[src/rtl/alu_acumulador_param_pkg.sv]
// Shared definitions for the accumulating add/subtract stage: operation
// encodings carried on MODO and its width.
package alu_acumulador_param_pkg;

  localparam int MODO_WIDTH = 3;

  typedef enum logic [MODO_WIDTH-1:0] {
    MODO_HOLD = 3'b000,
    MODO_ADD  = 3'b001,
    MODO_SUB  = 3'b010,
    MODO_CLR  = 3'b011,
    MODO_ACC  = 3'b100,
    MODO_DACC = 3'b101,
    MODO_INC  = 3'b110,
    MODO_RSVD = 3'b111
  } modo_t;

endpackage

[src/rtl/alu_acumulador_param_sumador_restador_n.sv]
// Combinational WIDTH-bit adder/subtractor. cout is the carry when adding
// and the borrow (a < b + cin) when subtracting.
module sumador_restador_n #(
  parameter int WIDTH = 8
) (
  input  logic [WIDTH-1:0] a,
  input  logic [WIDTH-1:0] b,
  input  logic             cin,
  input  logic             sub,
  output logic [WIDTH-1:0] s,
  output logic             cout
);

  logic [WIDTH:0] ext;

  // One extra bit: for subtraction it goes to 1 exactly when the result is negative.
  always_comb begin
    if (sub) begin
      ext = {1'b0, a} - {1'b0, b} - {{WIDTH{1'b0}}, cin};
    end else begin
      ext = {1'b0, a} + {1'b0, b} + {{WIDTH{1'b0}}, cin};
    end
  end

  assign s    = ext[WIDTH-1:0];
  assign cout = ext[WIDTH];

endmodule

[src/rtl/alu_acumulador_param.sv]
// Registered add/subtract stage with accumulator, optional saturation, sticky
// overflow and a result-valid strobe. RCO is registered, so cascaded stages see one cycle of skew.
module alu_acumulador_param
  import alu_acumulador_param_pkg::*;
#(
  parameter int WIDTH    = 8,
  parameter bit SATURATE = 1'b0
) (
  input  logic                  CLK,
  input  logic                  RST,
  input  logic                  ENB,
  input  logic                  RCI,
  input  logic [MODO_WIDTH-1:0] MODO,
  input  logic [WIDTH-1:0]      A,
  input  logic [WIDTH-1:0]      B,
  output logic [WIDTH-1:0]      Q,
  output logic                  RCO,
  output logic                  OVF,
  output logic                  VALID
);

  logic [WIDTH-1:0] op_x;
  logic [WIDTH-1:0] op_y;
  logic             op_c;
  logic             op_sub;
  logic             is_arith;
  logic             is_clr;
  logic [WIDTH-1:0] sum_s;
  logic             sum_co;
  logic [WIDTH-1:0] res;

  // Operand selection: direct modes use A/B, accumulate modes use Q with A or 1.
  always_comb begin
    op_x     = Q;
    op_y     = A;
    op_c     = RCI;
    op_sub   = 1'b0;
    is_arith = 1'b0;
    is_clr   = 1'b0;
    case (MODO)
      MODO_ADD: begin
        op_x     = A;
        op_y     = B;
        is_arith = 1'b1;
      end
      MODO_SUB: begin
        op_x     = A;
        op_y     = B;
        op_sub   = 1'b1;
        is_arith = 1'b1;
      end
      MODO_CLR: begin
        is_clr = 1'b1;
      end
      MODO_ACC: begin
        is_arith = 1'b1;
      end
      MODO_DACC: begin
        op_sub   = 1'b1;
        is_arith = 1'b1;
      end
      MODO_INC: begin
        op_y     = {{(WIDTH-1){1'b0}}, 1'b1};
        op_c     = 1'b0;
        is_arith = 1'b1;
      end
      default: begin
        is_arith = 1'b0;
      end
    endcase
  end

  sumador_restador_n #(
    .WIDTH(WIDTH)
  ) u_sumador_restador (
    .a    (op_x),
    .b    (op_y),
    .cin  (op_c),
    .sub  (op_sub),
    .s    (sum_s),
    .cout (sum_co)
  );

  // Saturation clamps toward the side the overflow happened on.
  always_comb begin
    if (SATURATE && sum_co) begin
      res = op_sub ? {WIDTH{1'b0}} : {WIDTH{1'b1}};
    end else begin
      res = sum_s;
    end
  end

  // Result, carry, sticky overflow and valid strobe registers.
  always_ff @(posedge CLK or posedge RST) begin
    if (RST) begin
      Q     <= {WIDTH{1'b0}};
      RCO   <= 1'b0;
      OVF   <= 1'b0;
      VALID <= 1'b0;
    end else if (ENB) begin
      if (is_clr) begin
        Q     <= {WIDTH{1'b0}};
        RCO   <= 1'b0;
        OVF   <= 1'b0;
        VALID <= 1'b0;
      end else if (is_arith) begin
        Q     <= res;
        RCO   <= sum_co;
        OVF   <= OVF | sum_co;
        VALID <= 1'b1;
      end else begin
        VALID <= 1'b0;
      end
    end else begin
      VALID <= 1'b0;
    end
  end

endmodule

[config.mk]
export PLATFORM = sky130hd
export DESIGN_NAME = alu_acumulador_param
export DESIGN_NICKNAME = d
export VERILOG_FILES = /design/src/rtl/alu_acumulador_param_pkg.sv /design/src/rtl/alu_acumulador_param_sumador_restador_n.sv /design/src/rtl/alu_acumulador_param.sv
export SDC_FILE = /design/constraint.sdc
export NUM_CORES = 1
export LEC_CHECK = 0
export BUFFER_PORTS_ARGS = -buffer_cell sky130_fd_sc_hd__clkbuf_2
export CAP_MARGIN = 10
export CORE_MARGIN = 4
export CORE_UTILIZATION = 44
export DETAILED_ROUTE_END_ITERATION = 8
export HOLD_SLACK_MARGIN = 0.05
export PLACE_DENSITY_LB_ADDON = 0.08
export REMOVE_ABC_BUFFERS = 1
export SYNTH_ARGS = -nofsm -noshare
export SYNTH_HDL_FRONTEND = slang
export SYNTH_HIERARCHICAL = 1
export SYNTH_SLANG_ARGS = --single-unit
[constraint.sdc]
create_clock -name CLK -period 2.8 [get_ports CLK]
set_input_delay 0.28 -clock CLK [delete_from_list [all_inputs] [get_ports CLK]]
set_output_delay 0.28 -clock CLK [all_outputs]
set_load 0.05 [all_outputs]
==> metrics.csv, run 1 <==
metric,value,unit
status,"complete, but fails checks",
violations,negative setup slack,
synthCells,229,
n_antenna_cell,0,
htree_levels,1,
grt-ovfl-total,0,
cp.arrival,3.13,ns
reg2reg_from,Q[4],
final_antenna_net_count,0,
postLayoutCellArea,3030,µm²
fin_hold_ws,0.498,ns
clk_latency,0.24,ns
worst_ep_required_time,2.92,ns
multi_input_area,1790,µm²
maxSlewViolCount,0,
avgViaCountPerCell,5.62,
place.gp.congestion,0.854,
die_w,74.2,µm
clock_skew,0.00583,ns
grt_pass1_vias,2056,
grt_use_total,23.4,%
cp_max_fo,5,
ir_drop,0.887,mV
maxCapViolCount,0,
dr.pass1.iters,5,
p_sw,1.50,mW
netlist.area_leader.share,14.3,%
p_sw_share,47.2,%
drtIter0Drc,124,
antenna_found_initial,0,
fin_util,73.6,%
dpl_cell_area,2560,µm²
area_delta_synth_final,56.9,%
combPwrFrac,86.0,%
grt_max_degree,19,
cts.clk_slew.worst_paths,0.05,ns
period_minus_slack,3.01,ns
synthArstFlopShare,100,%
leakagePower,1.46,nW
drive_gt1_share,53.9,%
final_common_cell,buf_4,
hold_path_class,input port to flip-flop,
coreArea,4120,µm²
critPathCaptureType,flip-flop,
stdcell_count,373,
intPower,1.68,mW
synth_area_per_cell,8.43,µm²
ys_seq_elements,11,
synth_area_leaders,"dfrtp_1 (14%), ha_1 (14%), mux2i_1 (6.2%), inv_1 (5.8%), mux2_2 (5.2%)",
cts_tree,built,
synth_area,1930,µm²
setup_ws,-0.209,ns
dp_hpwl,4600,µm
yosysWarnings,6,
p_per_area,1050,nW/µm²
vias,2097,
fp.dieArea,5510,µm²
report.final.setup_viol,5,
fp.dieH,74.2,µm
final_cell_mix,"buf_4 (62), clkbuf_2 (31), inv_1 (17)",
start_kind,input port,
seqCellArea,275,µm²
synth_ff_type,dfrtp_1,
clkPwrFrac,5.1,%
routed_wl,6180,µm
clock_path_buffers,2,
cts_buffers,3,
pin_count,34,
nNetsFinal,372,
tightestPinTransition,0.669,ns
synthDistinctLibCells,45,
synth-seq-area-share,14.3,%
worstHoldStart,ENB,
synth-edff-count,0,
post_drt_wl_per_cell,16.6,µm
timing.fmax,0.332,GHz
drc,0,
period_share,107,%
slew_headroom,55.2,%
clock-sinks,11,
rsz0062_at_grt,yes,
critPathKind,input port to flip-flop,
synth.largest_area_cell,dfrtp_1,
cp-startpoint,MODO[0],
placedCellCount,363,
rows,23,
io_buffers,33,
hold_viol,0,
seq_power_share,8.9,%
start_util,46.9,%
power.total,3.19,mW
grt_pass1_wl,9980,µm
fillerInstances,329,
clock-root-buffer,clkbuf_8,
what timing repair did:
action	CTS	global route
gates resized for setup	67	16
hold endpoints to repair	11	0
pin swaps	24	13
setup buffers	4	2
endpoints found under the setup margin	6	6
hold buffers	1	0
sequential cells by signal, indices dropped and copies added, names as in the netlist:
name   flops
Q          8
OVF        1
RCO        1
VALID      1
cells in the mapped netlist (5+ instances only):
master	instances
mux2_2	9
a22o_1	5
nor2b_1	8
a221oi_1	9
dfrtp_1	11
and2_1	9
nor3_1	5
mux2i_1	12
a21oi_1	18
xnor2_1	9
ha_1	21
nand2_1	8
inv_1	30
nor2_1	9
a221o_1	9
o21ai_0	5
path summary, 6_finish.rpt:
check | end | slack, ns | cells after the start
hold reg to reg | OVF | 0.51 | 2
max in group asynchronous | Q[4] | 1.91 | 3
setup / recovery | RCO | -0.21 | 16
min in group asynchronous | Q[1] | 0.57 | 3
hold / removal | OVF | 0.50 | 4
setup reg to reg | RCO | -0.01 | 12
per-layer routing:
metal	track usage (%)	vias to the layer above	wire, µm
met3	2.84	8	390
li1	-	1021	-
met5	0	-	0
met4	3.56	0	79
met1	32.4	996	2760
met2	39.9	72	2950
cell families after synthesis:
| group | synth area share (%) |
|---|---|
| compound gates | 27.2 |
| xor+xnor | 5.44 |
| fa+ha+maj | 17.8 |
| buf+inv | 9.79 |
| flops | 14.3 |
| mux | 12.1 |
| simple gates | 13.5 |
per-stage QoR:
stage / worst slack, ns / TNS, ns
after global routing: -0.305 / -1.27
after CTS: -0.187 / -0.592
after global placement: -0.645 / -3.32
after floorplan: -0.520 / -1.75
final: -0.209 / -0.656
after detailed placement: -0.645 / -3.56
area by class of cell:
type	instances	area share, %
Multi-Input combinational cell	174	58.9
Sequential cell	11	9.09
Timing Repair Buffer	102	24.1
Tap cell	50	2.07
Clock buffer	4	1.49
Inverter	32	4.30
power by group through the flow:
stage / sequential, mW / combinational (mW) / clock [mW]
5_1_grt: 0.290 / 2.98 / 0.175
6_report: 0.284 / 2.74 / 0.162
2_1_floorplan: 0.522 / 1.15 / 0
3_5_place_dp: 0.283 / 2.24 / 0
4_1_cts: 0.282 / 2.61 / 0.163
3_3_place_gp: 0.284 / 2.21 / 0
worst max-delay path, cell delays in order:
cell and delay (ns):
clkbuf_16 0.14, xnor2_4 0.14, nor2_4 0.18, buf_6 0.14, mux2_4 0.32, inv_4 0.07
ha_4 0.12, inv_2 0.04, ha_4 0.21, a21o_1 0.18, a31o_2 0.24, o41a_1 0.35
xor2_1 0.14, a21oi_1 0.10, a22o_1 0.19, a221o_1 0.28
No activity file was read; power rests on OpenSTA's default activity.
==> run 2: changes to the inputs <==
Settings changed: BUFFER_PORTS_ARGS -buffer_cell sky130_fd_sc_hd__clkbuf_2 to default, CTS_BUF_LIST from default to sky130_fd_sc_hd__clkbuf_4 sky130_fd_sc_hd__clkbuf_8, DONT_BUFFER_PORTS from default to 1.
==> metrics.csv, run 2 (synthesis gave the netlist of run 1 again) <==
metric,value,unit
grt_pass1_wl,9540,µm
report.final.setup_viol,4,
rsz0062_at_grt,yes,
drtIter0Drc,98,
pin_count,34,
leakagePower,1.27,nW
ir_drop,0.646,mV
clock-sinks,11,
cts_buffers,3,
hold_path_class,input port to flip-flop,
maxSlewViolCount,0,
regMostFlops,Q,
status,"complete, but fails checks",
worst_ep_required_time,2.92,ns
maxCapViolCount,0,
drive_gt1_share,47.1,%
setup_ws,-0.129,ns
fp.dieArea,5510,µm²
n_antenna_cell,0,
violations,negative setup slack,
dr.pass1.iters,4,
max_stage_delay,0.32,ns
largest_reg_flops,8,
dp_hpwl,4550,µm
vias,1989,
cp.arrival,3.05,ns
io_buffers,0,
timing.fmax,0.341,GHz
final_antenna_net_count,0,
critPathKind,input port to flip-flop,
cts_tree,built,
coreArea,4120,µm²
hold_viol,0,
clk_latency,0.24,ns
start_util,46.9,%
post_drt_wl_per_cell,18.8,µm
die_w,74.2,µm
dpl_cell_area,2310,µm²
path_delay_family,compound AO/OA/AOI/OAI gates,
fin_hold_ws,0.125,ns
rows,23,
path_buf_inv,4,
clock-root-buffer,clkbuf_8,
grt_use_total,22.1,%
worstSetupPathDepth,16,
slew_headroom,56.5,%
p_per_area,1130,nW/µm²
nNetsFinal,329,
routed_wl,6210,µm
period_minus_slack,2.93,ns
grt-ovfl-total,0,
rr_worst_depth,12,
htree_levels,1,
cp_max_fo,32,
clock_skew,0.000308,ns
path_cells,"xnor2_4, nor2_4, buf_6, buf_6, mux2_4, inv_2, ha_4, inv_4, ha_4, a21o_1, a31o_4, o41a_1, xor2_1, a21oi_2, a22o_1, a221o_1",
antenna_found_initial,1,
critPathCaptureType,flip-flop,
grt_max_degree,33,
final_common_cell,buf_4,
drc,0,
clock_path_buffers,2,
area_delta_synth_final,45.5,%
tightestPinTransition,0.648,ns
place.gp.congestion,0.949,
period_share,105,%
critPathSlowestCell,mux2_4,
final_cell_mix,"buf_4 (54), inv_1 (20), mux2i_1 (12)",
cts.clk_slew.worst_paths,0.05,ns
grt_pass1_vias,1940,
hold_depth,1,
avgViaCountPerCell,6.03,
fp.dieH,74.2,µm
start_kind,input port,
postLayoutCellArea,2810,µm²
[run 2: cell types whose count changed in the layout (fill, tap and decap cells not counted), sizes merged]
| cell | delta |
|---|---|
| clkbuf | -33 |
| buf | -10 |
[run 2: final cells by class]
type / instances / area (µm²)
tap: 50 / 62.6
clock buffer: 4 / 48.8
multi-input combinational: 174 / 1830
sequential: 11 / 275
inverter: 32 / 128
timing repair buffer: 59 / 460
fill: 323 / 1310
[run 2: what timing repair did]
item                                    4_1_cts  5_1_grt
pin swaps                                    19       23
hold endpoints to repair                     11        0
hold buffers                                  1        0
resized for setup                            56       27
endpoints found under the setup margin        5        6
setup buffers                                 5        1
[run 2: worst paths after layout]
path                            endpoint  slack, ns     from
worst min-delay path               VALID       0.12  MODO[1]
min in group asynchronous            RCO       0.47      RST
max in group asynchronous           Q[6]       2.04      RST
worst min register to register       OVF       0.83      OVF
worst max register to register       RCO      -0.10     Q[4]
worst max-delay path                 RCO      -0.13  MODO[1]
[run 2: layer usage]
| metal | up-vias | track usage [%] | routed length [µm] |
|---|---|---|---|
| met1 | 951 | 28.1 | 2450 |
| met4 | 2 | 3.36 | 90 |
| met3 | 14 | 4.32 | 563 |
| li1 | 937 | - | - |
| met2 | 85 | 39.7 | 3090 |
| met5 | - | 0 | 7 |
[run 2: where the power goes]
| group | leakage, nW | internal [mW] | switching (mW) |
|---|---|---|---|
| clock network | 0.0262 | 0.110 | 0.0601 |
| registers | 0.136 | 0.227 | 0.103 |
| logic | 1.11 | 1.33 | 1.36 |
| total | 1.27 | 1.66 | 1.52 |
[run 2: stage by stage]
step                      total power, mW  utilization (%)  std cells  worst slack [ns]  TNS [ns]
final                                3.19             68.3        330            -0.129    -0.264
after global routing                 3.40             68.3        330            -0.201    -0.647
after CTS                            2.99             65.1        329            -0.132    -0.287
after detailed placement             2.40             56.2        319            -0.556     -2.84
after global placement               2.33             56.2        319            -0.526     -2.56
after floorplan                      1.67                -        217            -0.520     -1.75
==> run 3: changes to the inputs <==
Settings changed: CORE_MARGIN 4 to 1.5.
==> metrics.csv, run 3 (synthesis gave the netlist of run 1 again) <==
metric,value,unit
drc,0,
coreArea,4120,µm²
met3_usage,6.25,%
fp.dieArea,4790,µm²
clk_latency,0.24,ns
maxCapViolCount,0,
critPathKind,input port to flip-flop,
regMostFlops,Q,
grt_max_degree,33,
p_sw,1.56,mW
combPwrFrac,84.3,%
setup_tns,-0.244,ns
violations,negative setup slack,
worst_ep_required_time,2.93,ns
clock-root-buffer,clkbuf_8,
timing.fmax,0.344,GHz
slew_headroom,53.4,%
period_share,104,%
dr.pass1.iters,4,
p_sw_share,48.1,%
intPower,1.68,mW
grt_pass1_wl,10700,µm
hold_path_class,input port to flip-flop,
area_delta_synth_final,48.4,%
tightestPinTransition,0.696,ns
setup_ws,-0.103,ns
start_util,46.9,%
grt_use_total,27.2,%
pin_count,34,
fp.dieH,69.2,µm
rsz0062_at_grt,yes,
dpl_cell_area,2330,µm²
clock_path_buffers,2,
htree_levels,1,
seq_power_share,10.3,%
clock_skew,0.00272,ns
grt-busiest-layer,met2,
largest_reg_flops,8,
nNetsFinal,332,
final_antenna_net_count,0,
critPathCaptureType,flip-flop,
report.final.setup_viol,4,
drive_gt1_share,48.4,%
cp.arrival,3.03,ns
n_antenna_cell,0,
placedCellCount,319,
cts_tree,built,
cts.clk_slew.worst_paths,0.05,ns
start_kind,input port,
final_cell_mix,"buf_4 (54), inv_1 (22), mux2i_1 (12)",
final_common_cell,buf_4,
stdcell_count,333,
avgViaCountPerCell,6.12,
post_drt_wl_per_cell,19.7,µm
cts_buffers,3,
grt.met1_usage,33.6,%
die_w,69.2,µm
fin_util,69.6,%
cp_max_fo,15,
clock-sinks,11,
p_per_area,1130,nW/µm²
hold_viol,0,
rows,23,
leakagePower,1.30,nW
io_buffers,0,
gr-usage-met2,46.4,%
ir_drop,0.761,mV
vias,2037,
grt-ovfl-total,0,
drtIter0Drc,75,
dp_slack,-0.723,ns
routed_wl,6550,µm
status,"complete, but fails checks",
place.gp.congestion,0.850,
dp_hpwl,4620,µm
postLayoutCellArea,2870,µm²
clkPwrFrac,5.4,%
maxSlewViolCount,0,
antenna_found_initial,0,
period_minus_slack,2.90,ns
grt_pass1_vias,2197,
## run 3: worst paths after layout
kind / from / endpoint / slack, ns / cells after the start
max: MODO[2] / Q[7] / -0.10 / 12
min: MODO[1] / VALID / 0.12 / 1
max reg2reg: Q[0] / Q[7] / -0.04 / 12
min reg2reg: OVF / OVF / 0.83 / 2
min in group asynchronous: RST / Q[2] / 0.47 / 2
max in group asynchronous: RST / Q[6] / 2.03 / 2
## run 3: area by class of cell
| class | instances | area, µm² |
|---|---|---|
| inverters | 32 | 128 |
| fillers | 318 | 1250 |
| flip-flops and latches | 11 | 275 |
| repair buffers | 62 | 503 |
| well taps | 50 | 62.6 |
| multi-input cells | 174 | 1850 |
| clock buffers | 4 | 48.8 |
## run 3: worst max-delay path, stage by stage
cell and delay, ns:
nand2b_4 0.15, buf_4 0.16, a221oi_2 0.34, a21oi_2 0.11
ha_4 0.31, inv_2 0.05, a221oi_4 0.39, o41ai_4 0.12
mux2_4 0.32, a211o_1 0.32, a22o_1 0.19, a221o_1 0.28
## run 3: per-stage QoR
stage | hold slack, ns | total power [mW]
after floorplan | 0.132 | 1.67
after global placement | 0.177 | 2.33
after detailed placement | 0.184 | 2.41
after CTS | 0.115 | 3.01
after global routing | 0.122 | 3.46
final | 0.121 | 3.25
## run 3: per-layer routing
metal / vias to the layer above / routed length [µm]
li1: 940 / -
met3: 22 / 453
met4: 0 / 235
met5: - / 0
met1: 997 / 2700
met2: 78 / 3160
## run 3: power groups by stage
stage | Clock [mW] | Sequential, mW | Combinational (mW)
CTS | 0.175 | 0.333 | 2.50
floorplan | 0 | 0.522 | 1.15
global route | 0.182 | 0.337 | 2.94
detailed placement | 0 | 0.332 | 2.08
finish | 0.175 | 0.334 | 2.74
global placement | 0 | 0.332 | 2.00
## run 3: timing repair
| item | 4_1_cts | 5_1_grt |
|---|---|---|
| pin swaps | 18 | 11 |
| buffers inserted | 9 | 1 |
| endpoints found under the setup margin | 5 | 6 |
| hold buffers | 1 | 0 |
| hold endpoints to repair | 11 | 0 |
| resized for setup | 59 | 26 |
